[config.mk]
export PLATFORM = sky130hd
export DESIGN_NAME = calc_port_responder_flat
export DESIGN_NICKNAME = d
export VERILOG_FILES = /design/src/rtl/calc_port_responder_if.sv /design/src/rtl/calc_port_responder.sv /design/src/flat_wrapper.sv
export SDC_FILE = /design/constraint.sdc
export NUM_CORES = 1
export LEC_CHECK = 0
export ABC_AREA = 1
export CAP_MARGIN = 5
export CORE_MARGIN = 2
export CORE_UTILIZATION = 40
export CTS_CLUSTER_SIZE = 12
export DETAILED_ROUTE_END_ITERATION = 12
export DONT_BUFFER_PORTS = 1
export PLACE_DENSITY = 0.54
export SYNTH_ARGS = -nofsm -noshare
export SYNTH_HDL_FRONTEND = slang
export SYNTH_SLANG_ARGS = --single-unit
[constraint.sdc]
create_clock -name clk -period 3.7 [get_ports clk]
set_clock_uncertainty 0.1 [all_clocks]
set_input_delay 0.37 -clock clk [delete_from_list [all_inputs] [get_ports clk]]
set_output_delay 0.37 -clock clk [all_outputs]
set_load 0.02 [all_outputs]
[src/rtl/calc_port_responder_if.sv]
// Request/response bundle between a calc requester and the calc_port_responder.
interface calc_port_responder_if #(
    parameter int unsigned DATA_WIDTH = 32,
    parameter int unsigned RESP_WIDTH = 2,
    parameter int unsigned CMD_WIDTH  = 4
);
    logic [CMD_WIDTH-1:0]  req_cmd_in;
    logic [DATA_WIDTH-1:0] req_data_in;
    logic [RESP_WIDTH-1:0] out_resp;
    logic [DATA_WIDTH-1:0] out_data;
    logic                  cmd_dropped;

    modport master (
        output req_cmd_in, req_data_in,
        input  out_resp, out_data, cmd_dropped
    );

    modport slave (
        input  req_cmd_in, req_data_in,
        output out_resp, out_data, cmd_dropped
    );
endinterface

[src/rtl/calc_port_responder.sv]
// Single-port calculator responder: takes a command with two operands on consecutive
// cycles and returns a one-cycle response a fixed number of cycles later.
module calc_port_responder #(
    parameter int unsigned DATA_WIDTH = 32,
    parameter int unsigned RESP_WIDTH = 2,
    parameter int unsigned CMD_WIDTH  = 4,
    parameter int unsigned LATENCY    = 3
) (
    input  logic                 clk,
    input  logic                 rst,
    calc_port_responder_if.slave bus
);
    localparam int unsigned SHW   = $clog2(DATA_WIDTH);
    localparam int unsigned CNT_W = 4;
    localparam bit          SINGLE_CYCLE = (LATENCY == 1);

    typedef enum logic [1:0] {IDLE, OP2, EXEC, RESP} state_t;

    state_t                state_q, state_d;
    logic [CMD_WIDTH-1:0]  cmd_q, cmd_d;
    logic [DATA_WIDTH-1:0] op1_q, op1_d;
    logic [DATA_WIDTH-1:0] op2_q, op2_d;
    logic [CNT_W-1:0]      cnt_q, cnt_d;
    logic [RESP_WIDTH-1:0] resp_q, resp_d;
    logic [DATA_WIDTH-1:0] data_q, data_d;
    logic                  drop_q, drop_d;

    logic [DATA_WIDTH-1:0] op2_sel_c;
    logic [DATA_WIDTH:0]   sum_c;
    logic [SHW-1:0]        shamt_c;
    logic [RESP_WIDTH-1:0] calc_resp_c;
    logic [DATA_WIDTH-1:0] calc_data_c;

    // Operand 2 bypasses its register when the response is due straight out of OP2
    assign op2_sel_c = (state_q == OP2) ? bus.req_data_in : op2_q;
    assign sum_c     = {1'b0, op1_q} + {1'b0, op2_sel_c};
    assign shamt_c   = op2_sel_c[SHW-1:0];

    // Result and response code from the latched command and operands
    always_comb begin
        calc_resp_c = RESP_WIDTH'(2);
        calc_data_c = '0;
        case (cmd_q)
            CMD_WIDTH'(1): begin
                if (!sum_c[DATA_WIDTH]) begin
                    calc_resp_c = RESP_WIDTH'(1);
                    calc_data_c = sum_c[DATA_WIDTH-1:0];
                end
            end
            CMD_WIDTH'(2): begin
                if (op2_sel_c <= op1_q) begin
                    calc_resp_c = RESP_WIDTH'(1);
                    calc_data_c = op1_q - op2_sel_c;
                end
            end
            CMD_WIDTH'(5): begin
                calc_resp_c = RESP_WIDTH'(1);
                calc_data_c = op1_q << shamt_c;
            end
            CMD_WIDTH'(6): begin
                calc_resp_c = RESP_WIDTH'(1);
                calc_data_c = op1_q >> shamt_c;
            end
            default: ;
        endcase
    end

    // Next state and next registered outputs
    always_comb begin
        state_d = state_q;
        cmd_d   = cmd_q;
        op1_d   = op1_q;
        op2_d   = op2_q;
        cnt_d   = cnt_q;
        resp_d  = '0;
        data_d  = '0;
        drop_d  = 1'b0;
        case (state_q)
            IDLE: begin
                if (bus.req_cmd_in != '0) begin
                    cmd_d   = bus.req_cmd_in;
                    op1_d   = bus.req_data_in;
                    state_d = OP2;
                end
            end
            OP2: begin
                op2_d = bus.req_data_in;
                cnt_d = CNT_W'(LATENCY - 1);
                if (SINGLE_CYCLE) begin
                    resp_d  = calc_resp_c;
                    data_d  = calc_data_c;
                    state_d = RESP;
                end else begin
                    state_d = EXEC;
                end
            end
            EXEC: begin
                cnt_d  = cnt_q - CNT_W'(1);
                drop_d = (bus.req_cmd_in != '0);
                // Register the result as the count expires so it shows in the RESP cycle
                if (cnt_q == CNT_W'(1)) begin
                    resp_d  = calc_resp_c;
                    data_d  = calc_data_c;
                    state_d = RESP;
                end
            end
            RESP: begin
                drop_d  = (bus.req_cmd_in != '0);
                state_d = IDLE;
            end
            default: state_d = IDLE;
        endcase
    end

    always_ff @(posedge clk) begin
        if (rst) begin
            state_q <= IDLE;
            cmd_q   <= '0;
            op1_q   <= '0;
            op2_q   <= '0;
            cnt_q   <= '0;
            resp_q  <= '0;
            data_q  <= '0;
            drop_q  <= 1'b0;
        end else begin
            state_q <= state_d;
            cmd_q   <= cmd_d;
            op1_q   <= op1_d;
            op2_q   <= op2_d;
            cnt_q   <= cnt_d;
            resp_q  <= resp_d;
            data_q  <= data_d;
            drop_q  <= drop_d;
        end
    end

    assign bus.out_resp    = resp_q;
    assign bus.out_data    = data_q;
    assign bus.cmd_dropped = drop_q;
endmodule

[src/flat_wrapper.sv]
// flat-port wrapper written by rule: the top's interface ports become plain ports
module calc_port_responder_flat 
#(
    parameter int unsigned DATA_WIDTH = 32,
    parameter int unsigned RESP_WIDTH = 2,
    parameter int unsigned CMD_WIDTH  = 4,
    parameter int unsigned LATENCY    = 3
)
  (clk, rst, bus_req_cmd_in, bus_req_data_in, bus_out_resp, bus_out_data, bus_cmd_dropped);
  calc_port_responder_if #(.DATA_WIDTH(DATA_WIDTH), .RESP_WIDTH(RESP_WIDTH), .CMD_WIDTH(CMD_WIDTH)) bus_i ();
  input  logic clk;
  input  logic rst;
  input wire logic [$bits(bus_i.req_cmd_in)-1:0] bus_req_cmd_in;
  input wire logic [$bits(bus_i.req_data_in)-1:0] bus_req_data_in;
  output wire logic [$bits(bus_i.out_resp)-1:0] bus_out_resp;
  output wire logic [$bits(bus_i.out_data)-1:0] bus_out_data;
  output wire logic [$bits(bus_i.cmd_dropped)-1:0] bus_cmd_dropped;
  assign bus_i.req_cmd_in = bus_req_cmd_in;
  assign bus_i.req_data_in = bus_req_data_in;
  assign bus_out_resp = bus_i.out_resp;
  assign bus_out_data = bus_i.out_data;
  assign bus_cmd_dropped = bus_i.cmd_dropped;
  calc_port_responder #(.DATA_WIDTH(DATA_WIDTH), .RESP_WIDTH(RESP_WIDTH), .CMD_WIDTH(CMD_WIDTH), .LATENCY(LATENCY)) u_core (.clk(clk), .rst(rst), .bus(bus_i));
endmodule
==> metrics.md, run 1 <==
| Metric | Value |
|---|---|
| Outcome | `completed` |
| Clock Latency Late Sink | `0.40 ns` |
| Max_slew headroom | `0.485` |
| Area occupied by registers | `approximately 0.0022 sq mm` |
| CP startpoint kind | `flop` |
| Multi-input gate area | `0.00815 sq mm` |
| Required time of the worst setup path | `3.84 ns` |
| Hold Crit Class | `in -> reg` |
| ANT nets after route | `0` |
| Arrival time worst endpoint | `3.72 ns` |
| H-tree depth | `3` |
| Post-synth cell types | `48` |
| Final hold violation count | `0` |
| Root Buffer | `clkbuf_16` |
| Ranking of synthesized cells by area | `dfxtp_1 19%, nand2_1 18%, nand3_1 16%` |
| Highest attainable clock frequency | `279 MHz` |
| Fin crit period | `3.59 ns` |
| DRC viols | `0` |
| Syn Area/Cell | `5.61 sq um` |
| Static Leak | `~6.0 nW` |
| Most common cell after layout, fill and taps aside | `nand2_1` |
| Final Wtd Congestion | `1.01` |
| Synthesis-to-finish area growth | `8.37%` |
| RSZ-0062 raised after global routing | `true` |
| Post-synth EDFFs | `0` |
| Cells after Synth | `2079` |
| Endpoints failing setup | `0` |
| Final period util | `0.969` |
| Minimum hold slack | `0.0277 ns` |
| Final Non-Filler Cells | `2451` |
| Die area | `just over 0.03 sq mm` |
| Routed vias | `around 14000` |
| First-pass GRT wire length | `81800 microns` |
| Setup crit end kind | `flop` |
| Placed Cells | `2424` |
| IO Count | `73` |
| Worst slew pin tran | `0.762 ns` |
| Max cap viols | `0` |
| Largest net degree at the start of global routing | `65` |
| Initial core utilization | `0.407` |
| Top cell type's share of synthesized area | `0.187` |
| Most frequent cells in the layout | `569 x nand2_1, 365 x nand3_1, 224 x inv_1` |
| Largest family of logic cells by synthesized area | `simple AND/OR/NAND/NOR gates` |
| Xor/xnor share of the synthesized area | `0.0233` |
| Max VDD drop | `0.499 mV` |
| Number of CTS-inserted buffers | `9` |
| Post-synthesis cell area | `0.0117 sq mm` |
| Syn nets | `2190` |
| Final nets | `2167` |
| Fillers | `3195` |
| Post-Route WL | `55200 microns` |
| Synth Area in Compound Gates | `0.139` |
| Drt pass-1 iters | `6` |
| CTS max path bufs | `2` |
| Grt ovf | `0` |
| Pins Over Slew Limit | `0` |
| Clock Sinks | `109` |
| Async SR Flop Fraction | `0` |
| DRT iter0 DRCs | `1805` |
| Chip height | `between 150 and 200 microns` |
| # port buffers | `0` |
| Initial antenna violation count | `3` |
| Layout cells sized above 1 | `0.0699` |
| Post-synthesis simple-gate area fraction | `0.451` |
| Placed Area | `0.0122 sq mm` |
| Pwr per Cell Area | `1180 mW/mm^2` |
| Synth area leader | `dfxtp_1` |
| Row count | `62` |
| Core Area | `0.0287 sq mm` |
| Avg WL per Cell | `22.5 microns` |
| Yosys warns | `0` |
| Top_reg_cell synth | `dfxtp_1` |
| Mux contribution to synthesized area | `0` |
| Clk slew on worst S/H paths | `0.08 ns` |
| Final instance area | `0.0126 sq mm` |
| Routed vias/inst | `5.64` |
| Synthesized-area fraction occupied by adder cells | `0.0789` |
| CTS tree | `built` |
| Vias in the first global route | `12700` |
| Sequential-to-total area share from yosys stat | `0.187` |
| GRT Util Overall | `0.360` |
| DP HPWL | `45200 microns` |
| Chip width | `175 microns` |
| Seq cells post-synth | `109` |
| Critical path class | `reg -> reg` |
| Worst-path maximum fanout | `19` |
-- synthesized netlist by cell type (2+ instances only) --
library cell and count:
inv_1 228, nand2_2 19, dfxtp_1 109, a21oi_1 161, ha_1 72, buf_2 39
nor2_1 199, buf_4 4, nand3b_1 2, nor4_1 2, o21a_1 6, xor2_1 30
clkbuf_1 44, nor3_1 21, o21bai_1 4, buf_6 8, o21ai_1 12, nand2_4 3
nand3_1 365, inv_2 12, and2_1 3, o211ai_1 3, nand3_2 3, a21o_1 4
nor2_2 2, a31oi_1 2, buf_1 2, o21ai_0 108, nand4_1 24, nand2_1 570
-- cell type report --
type / instances / area share
tap: 384 / 0.0380
clock inverter: 5 / 0.00534
inverter: 242 / 0.0723
sequential: 109 / 0.173
antenna: 6 / 0.00119
multi-input combinational: 1630 / 0.645
timing repair buffer: 64 / 0.0466
clock buffer: 11 / 0.0192
-- power by group --
group / total (W) / switching [W] / internal [W]
registers: 0.00168 / 0.000248 / 0.00143
logic: 0.0122 / 0.00864 / 0.00353
clock network: 0.00110 / 0.000547 / 0.000554
total: 0.0149 / 0.00943 / 0.00551
-- logic make-up (layout without fill, tap and decap cells) --
group,Yosys count,count (layout)
flops,109,109
fa+ha+maj,73,73
compound gates,308,308
simple gates,1218,1218
buf+inv,340,322
xor+xnor,31,31
other cells,0,6
-- flip-flops by register name (all words and copies together) (netlist names) --
signal                  cells
u_core.bus.cmd_dropped      1
u_core.bus.out_data        32
u_core.bus.out_resp         2
u_core.cmd_q                4
u_core.cnt_q                4
u_core.op1_q               32
u_core.op2_q               32
u_core.state_q              2
-- critical path: stages, from the launching register on --
cell     delay (ns)
dfxtp_1        0.33
inv_1          0.15
ha_4           0.26
buf_4          0.23
o21ai_0        0.14
ha_1           0.56
nand2_1        0.15
inv_1          0.09
nand2_1        0.17
nor3_1         0.41
nand2_2        0.11
nand3_2        0.11
buf_12         0.17
nor2_1         0.05
nor2_1         0.23
a21oi_1        0.15
-- worst paths after layout --
path	startpoint	to	slack (ns)	cells after the start
worst max-delay path	u_core.state_q[1]	u_core.bus.out_data[7]	0.11	15
worst max register to register	u_core.state_q[1]	u_core.bus.out_data[7]	0.11	15
worst min register to register	u_core.cmd_q[3]	u_core.cmd_q[3]	0.43	2
worst min-delay path	bus_req_cmd_in[2]	u_core.cmd_q[2]	0.03	2
-- metal layers --
| layer | share of wire | vias to the layer above | global-route usage |
|---|---|---|---|
| li1 | - | 6710 | - |
| met2 | 0.39 | 687 | 0.497 |
| met1 | 0.46 | 6359 | 0.507 |
| met3 | 0.12 | 73 | 0.137 |
| met4 | 0.034 | 0 | 0.123 |
| met5 | 0 | - | 0 |
-- metrics by stage --
stage | worst slack, ns | util | TNS, ns | power (W)
after floorplan | 0.510 | - | 0 | 0.00942
after global placement | -0.207 | 0.425 | -4.41 | 0.0133
after detailed placement | -0.210 | 0.425 | -4.76 | 0.0132
after CTS | 0.0553 | 0.438 | 0 | 0.0144
after global routing | -0.00156 | 0.440 | -0.00156 | 0.0161
final | 0.114 | 0.441 | 0 | 0.0149
-- repair_timing --
action                                  in CTS  in global routing
hold endpoints to repair                    36                  0
setup buffers                                0                  2
hold buffers                                 3                  0
resized for setup                            4                 22
pin swaps                                    0                  1
endpoints found under the setup margin      34                 33
No activity file was read; power rests on OpenSTA's default activity.
==> run 2, diff against run 1 <==
--- a/config.mk
+++ b/config.mk
@@ -10,3 +10,3 @@
 export CORE_MARGIN = 2
-export CORE_UTILIZATION = 40
+export CORE_UTILIZATION = 55
 export CTS_CLUSTER_SIZE = 12
@@ -14,3 +14,3 @@
 export DONT_BUFFER_PORTS = 1
-export PLACE_DENSITY = 0.54
+export PLACE_DENSITY = 0.7
 export SYNTH_ARGS = -nofsm -noshare
==> constraint.sdc (replaced) <==
create_clock -name clk -period 3.7 [get_ports clk]
set_clock_uncertainty 0.1 [all_clocks]
set_input_delay 0.555 -clock clk [delete_from_list [all_inputs] [get_ports clk]]
set_output_delay 0.555 -clock clk [all_outputs]
set_load 0.02 [all_outputs]
==> metrics.md, run 2 (synthesis results as in run 1) <==
| Metric | Value |
|---|---|
| Diode count | `0 (was 6)` |
| Required time of the worst setup path | `3.88 ns (was 3.84 ns)` |
| Arrival time worst endpoint | `3.76 ns (was 3.72 ns)` |
| Fillers | `2122 (was 3195)` |
| Hold Crit Class | `in -> reg (unchanged)` |
| Routed vias/inst | `6.06 (was 5.64)` |
| CP startpoint kind | `flop (unchanged)` |
| H-tree depth | `3 (unchanged)` |
| Row count | `53 (was 62)` |
| Final Non-Filler Cells | `2380 (was 2451)` |
| Pins Over Slew Limit | `0 (unchanged)` |
| Largest net degree at the start of global routing | `67 (was 65)` |
| Root Buffer | `clkbuf_16 (unchanged)` |
| Initial core utilization | `0.559 (was 0.407)` |
| Hold_buf cts | `0 (was 3)` |
| Worst slew pin tran | `1.08 ns (was 0.762 ns)` |
| Final nets | `2211 (was 2167)` |
| Chip height | `150 microns (was 175 microns)` |
| Vias in the first global route | `12700 (about the same)` |
| Max_slew headroom | `0.280 (was 0.485)` |
| Synthesis-to-finish area growth | `9.65% (was 8.37%)` |
| Avg WL per Cell | `21.6 microns (was 22.5 microns)` |
| Chip width | `150 microns (was 175 microns)` |
| Critical path class | `reg -> reg (unchanged)` |
| CTS max path bufs | `2 (unchanged)` |
| DP HPWL | `41000 microns (was 45200 microns)` |
| Worst-path maximum fanout | `26 (was 19)` |
| Final Core Density | `0.613 (was 0.441)` |
| Outcome | `completed (unchanged)` |
| DRC viols | `0 (unchanged)` |
| Most common cell after layout, fill and taps aside | `nand2_1 (unchanged)` |
| ANT nets after route | `0 (unchanged)` |
| Routed vias | `14400 (was 13800)` |
| Max cap viols | `0 (unchanged)` |
| Grt ovf | `0 (unchanged)` |
| CTS tree | `built (unchanged)` |
| GRT Util Overall | `0.449 (was 0.360)` |
| Clock Latency Late Sink | `0.39 ns (was 0.40 ns)` |
| Endpoints failing setup | `0 (unchanged)` |
| Core Area | `0.0209 sq mm (was 0.0287 sq mm)` |
| Highest attainable clock frequency | `279 MHz (about the same)` |
| Initial antenna violation count | `2 (was 3)` |
| IO Count | `73 (unchanged)` |
| Post-Route WL | `51400 microns (was 55200 microns)` |
| Most frequent cells in the layout | `569 x nand2_1, 365 x nand3_1, 228 x inv_1 (was 569 x nand2_1, 365 x nand3_1, 224 x inv_1)` |
| Die area | `0.0224 sq mm (was 0.0306 sq mm)` |
| Final hold violation count | `0 (unchanged)` |
| Clock Sinks | `109 (unchanged)` |
| Final Wtd Congestion | `1.14 (was 1.01)` |
| Clk slew on worst S/H paths | `0.10 ns (was 0.08 ns)` |
| Setup crit end kind | `flop (unchanged)` |
| Number of CTS-inserted buffers | `9 (unchanged)` |
| Fin crit period | `3.58 ns (was 3.59 ns)` |
| Placed Cells | `2355 (was 2424)` |
| First-pass GRT wire length | `74800 microns (was 81800 microns)` |
| DRT iter0 DRCs | `1970 (was 1805)` |
| # port buffers | `0 (unchanged)` |
| Layout cells sized above 1 | `0.0841 (was 0.0699)` |
| Final period util | `0.967 (was 0.969)` |
| Minimum hold slack | `0.121 ns (was 0.0277 ns)` |
| Drt pass-1 iters | `8 (was 6)` |
run 2: layout make-up:
type / count / area [sq um] / share of cell area
flip-flops and latches: 109 / 2180 / 0.171
well taps: 275 / 344 / 0.0269
inverters: 242 / 911 / 0.0712
clock inverters: 7 / 96.3 / 0.00753
multi-input cells: 1632 / 8150 / 0.637
repair buffers: 106 / 883 / 0.0690
clock buffers: 9 / 225 / 0.0176
run 2: path summary, 6_finish.rpt:
path	from	depth (start not counted)	end	slack, ns
worst max-delay path	u_core.state_q[1]	16	u_core.bus.out_data[20]	0.12
worst min-delay path	rst	1	u_core.cmd_q[3]	0.12
worst max register to register	u_core.state_q[1]	16	u_core.bus.out_data[20]	0.12
worst min register to register	u_core.cmd_q[0]	2	u_core.cmd_q[0]	0.40
run 2: worst max-delay path: stages, from the launching register on:
cell and delay, ns:
dfxtp_1 0.37, inv_1 0.09, ha_4 0.21, buf_12 0.17, nand2_1 0.11, nand2_1 0.08, ha_1 0.31, inv_2 0.11
nand2_1 0.09, nor3_1 0.42, buf_4 0.20, nand3_1 0.10, nand3_2 0.10, nand2_2 0.16, a21oi_4 0.42, nand2_1 0.15
a21oi_1 0.25
run 2: per-stage QoR:
| stage | setup TNS, ns | area, sq um | setup slack [ns] |
|---|---|---|---|
| after global routing | -0.000870 | 12800 | -0.000870 |
| after global placement | -0.174 | 12300 | -0.0620 |
| final | 0 | 12800 | 0.121 |
| after detailed placement | -1.15 | 12300 | -0.197 |
| after floorplan | 0 | 11700 | 0.510 |
| after CTS | 0 | 12600 | 0.0238 |
run 2: what timing repair did:
item                                    CTS  global route
cloned                                    1             2
gates resized for setup                   1            11
endpoints found under the setup margin   28            34
buffers inserted                          0             6
pin swaps                                 1             4
run 2: per-layer routing:
| metal | share of wire | routed length [microns] | global-route usage | vias up |
|---|---|---|---|---|
| li1 | - | - | - | 6796 |
| met1 | 0.40 | 20300 | 0.600 | 6434 |
| met2 | 0.39 | 19900 | 0.614 | 1030 |
| met3 | 0.16 | 8330 | 0.194 | 154 |
| met4 | 0.054 | 2750 | 0.214 | 6 |
| met5 | 0.0011 | 54 | 0.0136 | - |
Power of run 2 is left out: the tool's default activity adds up to more than one toggle a clock period on the data nets, which glitch-free logic cannot reach.
==> run 3, diff against run 2 <==
CELL_PAD_IN_SITES_DETAIL_PLACEMENT = 0   (was unset)
CELL_PAD_IN_SITES_GLOBAL_PLACEMENT = 1   (was unset)
CORE_UTILIZATION = 45   (was 55)
PLACE_DENSITY = 0.82   (was 0.7)
==> metrics.md, run 3 (synthesis results as in run 1) <==
| Metric | Value |
|---|---|
| Die area | `0.0272 sq mm (was 0.0224 sq mm)` |
| Initial core utilization | `0.461 (was 0.559)` |
| Fin crit period | `3.49 ns (was 3.58 ns)` |
| ANT nets after route | `0 (unchanged)` |
| Worst-case register-to-register setup slack | `0.21 ns (was 0.12 ns)` |
| Hold Crit Class | `in -> reg (unchanged)` |
| Critical path buffers and inverters | `5 (was 4)` |
| Root Buffer | `clkbuf_16 (unchanged)` |
| Clk slew on worst S/H paths | `0.10 ns (about the same)` |
| Post-Route Setup TNS | `0 ns (unchanged)` |
| Detail Route met3 WL | `5830 microns (was 8330 microns)` |
| Layout cells sized above 1 | `0.0668 (was 0.0841)` |
| Endpoints failing setup | `0 (unchanged)` |
| Largest net degree at the start of global routing | `59 (was 67)` |
| Most common cell after layout, fill and taps aside | `nand2_1 (unchanged)` |
| Reg2reg start | `u_core.state_q[1] (unchanged)` |
| Grt ovf | `0 (unchanged)` |
| Clock Sinks | `109 (unchanged)` |
| DP HPWL | `42500 microns (was 41000 microns)` |
| CP startpoint kind | `flop (unchanged)` |
| Synthesis-to-finish area growth | `7.37% (was 9.65%)` |
| H-tree depth | `3 (unchanged)` |
| Cell Chain, Critical Path | `inv_1 -> ha_2 -> buf_12 -> o21ai_0 -> ha_1 -> buf_4 -> inv_1 -> a21oi_1 -> nor2_1 -> nor2_1 -> a21oi_1 -> nor2_1 -> a21oi_4 -> buf_6 -> nand2_1 -> a21oi_1 (was inv_1 -> ha_4 -> buf_12 -> nand2_1 -> nand2_1 -> ha_1 -> inv_2 -> nand2_1 -> nor3_1 -> buf_4 -> nand3_1 -> nand3_2 -> nand2_2 -> a21oi_4 -> nand2_1 -> a21oi_1)` |
| Pins Over Slew Limit | `0 (unchanged)` |
| Most frequent cells in the layout | `569 x nand2_1, 365 x nand3_1, 228 x inv_1 (unchanged)` |
| CTS tree | `built (unchanged)` |
| Hold_buf cts | `0 (unchanged)` |
| Crit path capture | `u_core.bus.out_data[3] (was u_core.bus.out_data[20])` |
| Routed vias/inst | `5.83 (was 6.06)` |
| Worst slew pin tran | `1.01 ns (was 1.08 ns)` |
| Max_slew headroom | `0.319 (was 0.280)` |
| RSZ-0062 raised after global routing | `false` |
| Required time of the worst setup path | `3.84 ns (was 3.88 ns)` |
| CP Depth | `16 (unchanged)` |
| CTS max path bufs | `2 (unchanged)` |
| Post-Route WL | `51600 microns (was 51400 microns)` |
| First-pass GRT wire length | `76100 microns (was 74800 microns)` |
| Chip width | `165 microns (was 150 microns)` |
| DRT iter0 DRCs | `1871 (was 1970)` |
| Avg WL per Cell | `21.5 microns (was 21.6 microns)` |
| Critical path class | `reg -> reg (unchanged)` |
| Max cap viols | `0 (unchanged)` |
| Number of CTS-inserted buffers | `9 (unchanged)` |
| Vias in the first global route | `12300 (was 12700)` |
| Final nets | `2172 (was 2211)` |
| Core Area | `0.0253 sq mm (was 0.0209 sq mm)` |
| Met2 wire length | `20700 microns (was 19900 microns)` |
| Max VDD drop | `0.482 mV` |
| IO Count | `73 (unchanged)` |
| Highest attainable clock frequency | `287 MHz (was 279 MHz)` |
| Slowest CP cell | `dfxtp_1 (was nor3_1)` |
| Clock Latency Late Sink | `0.38 ns (was 0.39 ns)` |
| # port buffers | `0 (unchanged)` |
| End of the worst register-to-register path | `u_core.bus.out_data[3] (was u_core.bus.out_data[20])` |
| Slowest stage delay, CP | `0.34 ns (was 0.42 ns)` |
| Final Wtd Congestion | `1.06 (was 1.14)` |
| Routed vias | `14000 (was 14400)` |
| Top delay family on crit path | `buffers and inverters (was simple AND/OR/NAND/NOR gates)` |
| Pwr Total | `between 0.01 and 0.015 W` |
| Arrival time worst endpoint | `3.63 ns (was 3.76 ns)` |
| GRT Util Overall | `0.380 (was 0.449)` |
| Worst-path maximum fanout | `54 (was 26)` |
| Drt pass-1 iters | `6 (was 8)` |
| Setup crit start | `u_core.state_q[1] (unchanged)` |
| Pwr per Cell Area | `roughly 1200 mW/mm^2` |
| DRC viols | `0 (unchanged)` |
| Chip height | `165 microns (was 150 microns)` |
| Initial antenna violation count | `3 (was 2)` |
| Row count | `58 (was 53)` |
| Final Core Density | `0.495 (was 0.613)` |
| Final period util | `0.943 (was 0.967)` |
| Min-delay src | `rst (unchanged)` |
| Setup crit end kind | `flop (unchanged)` |
| Outcome | `completed (unchanged)` |
| FF-to-FF path depth | `16 (unchanged)` |
| Static Leak | `6.00 nW` |
| Met1 Wirelength | `23600 microns (was 20300 microns)` |
| Diode count | `0 (unchanged)` |
| Top Metal Used | `met5 (unchanged)` |
| Final hold violation count | `0 (unchanged)` |
==> run 3: changes by cell type in the layout (fill, tap and decap cells not counted), sizes merged <==
cell	before	now
a21oi	165	163
buf	105	69
clkbuf	10	9
clkinv	3	7
inv	246	242
==> run 3: layout make-up <==
type / instances / area [sq um]
timing repair buffer: 69 / 597
tap: 330 / 413
fill: 2872 / 12800
clock buffer: 9 / 225
inverter: 242 / 911
clock inverter: 7 / 82.6
sequential: 109 / 2180
multi-input combinational: 1630 / 8120
==> run 3: worst min-delay path by stage <==
stage | slack [ns] | endpoint | depth (start not counted)
after floorplan | 0.35 | u_core.cmd_q[0] | 2
after global placement | 0.36 | u_core.cmd_q[0] | 2
after detailed placement | 0.37 | u_core.cmd_q[0] | 2
after CTS | 0.13 | u_core.cmd_q[2] | 1
after global routing | 0.13 | u_core.op2_q[3] | 1
final | 0.13 | u_core.cmd_q[2] | 1
==> run 3: worst register-to-register path, cell delays in order, from the launching register on <==
cell,delay [ns]
dfxtp_1,0.34
inv_1,0.13
ha_2,0.30
buf_12,0.24
o21ai_0,0.18
ha_1,0.34
buf_4,0.19
inv_1,0.13
a21oi_1,0.21
nor2_1,0.06
nor2_1,0.21
a21oi_1,0.10
nor2_1,0.33
a21oi_4,0.11
buf_6,0.20
nand2_1,0.12
a21oi_1,0.06
==> run 3: timing repair <==
item,CTS,global route
resized for setup,0,6
setup buffers,0,3
endpoints found under the setup margin,0,34
hold endpoints to repair,0,0
==> run 3: per-layer routing <==
| layer | vias up | track usage |
|---|---|---|
| li1 | 6706 | - |
| met1 | 6446 | 0.556 |
| met2 | 724 | 0.550 |
| met3 | 85 | 0.0934 |
| met4 | 6 | 0.0984 |
| met5 | - | 0 |
==> run 3: power by group <==
group          total [W]  switching [W]  internal (W)
clock network    0.00107       0.000586      0.000484
registers        0.00168       0.000256       0.00143
logic             0.0118        0.00832       0.00344
total             0.0145        0.00917       0.00535
==> run 3: through the flow <==
| stage | setup slack, ns | hold slack (ns) | instances | cell area (sq um) |
|---|---|---|---|---|
| floorplan | 0.510 | 0.354 | 2079 | 11700 |
| global placement | 0.0839 | 0.361 | 2377 | 12100 |
| detailed placement | 0.0253 | 0.367 | 2377 | 12100 |
| CTS | 0.000513 | 0.126 | 2393 | 12400 |
| global route | 0.0168 | 0.128 | 2396 | 12500 |
| finish | 0.212 | 0.129 | 2396 | 12500 |
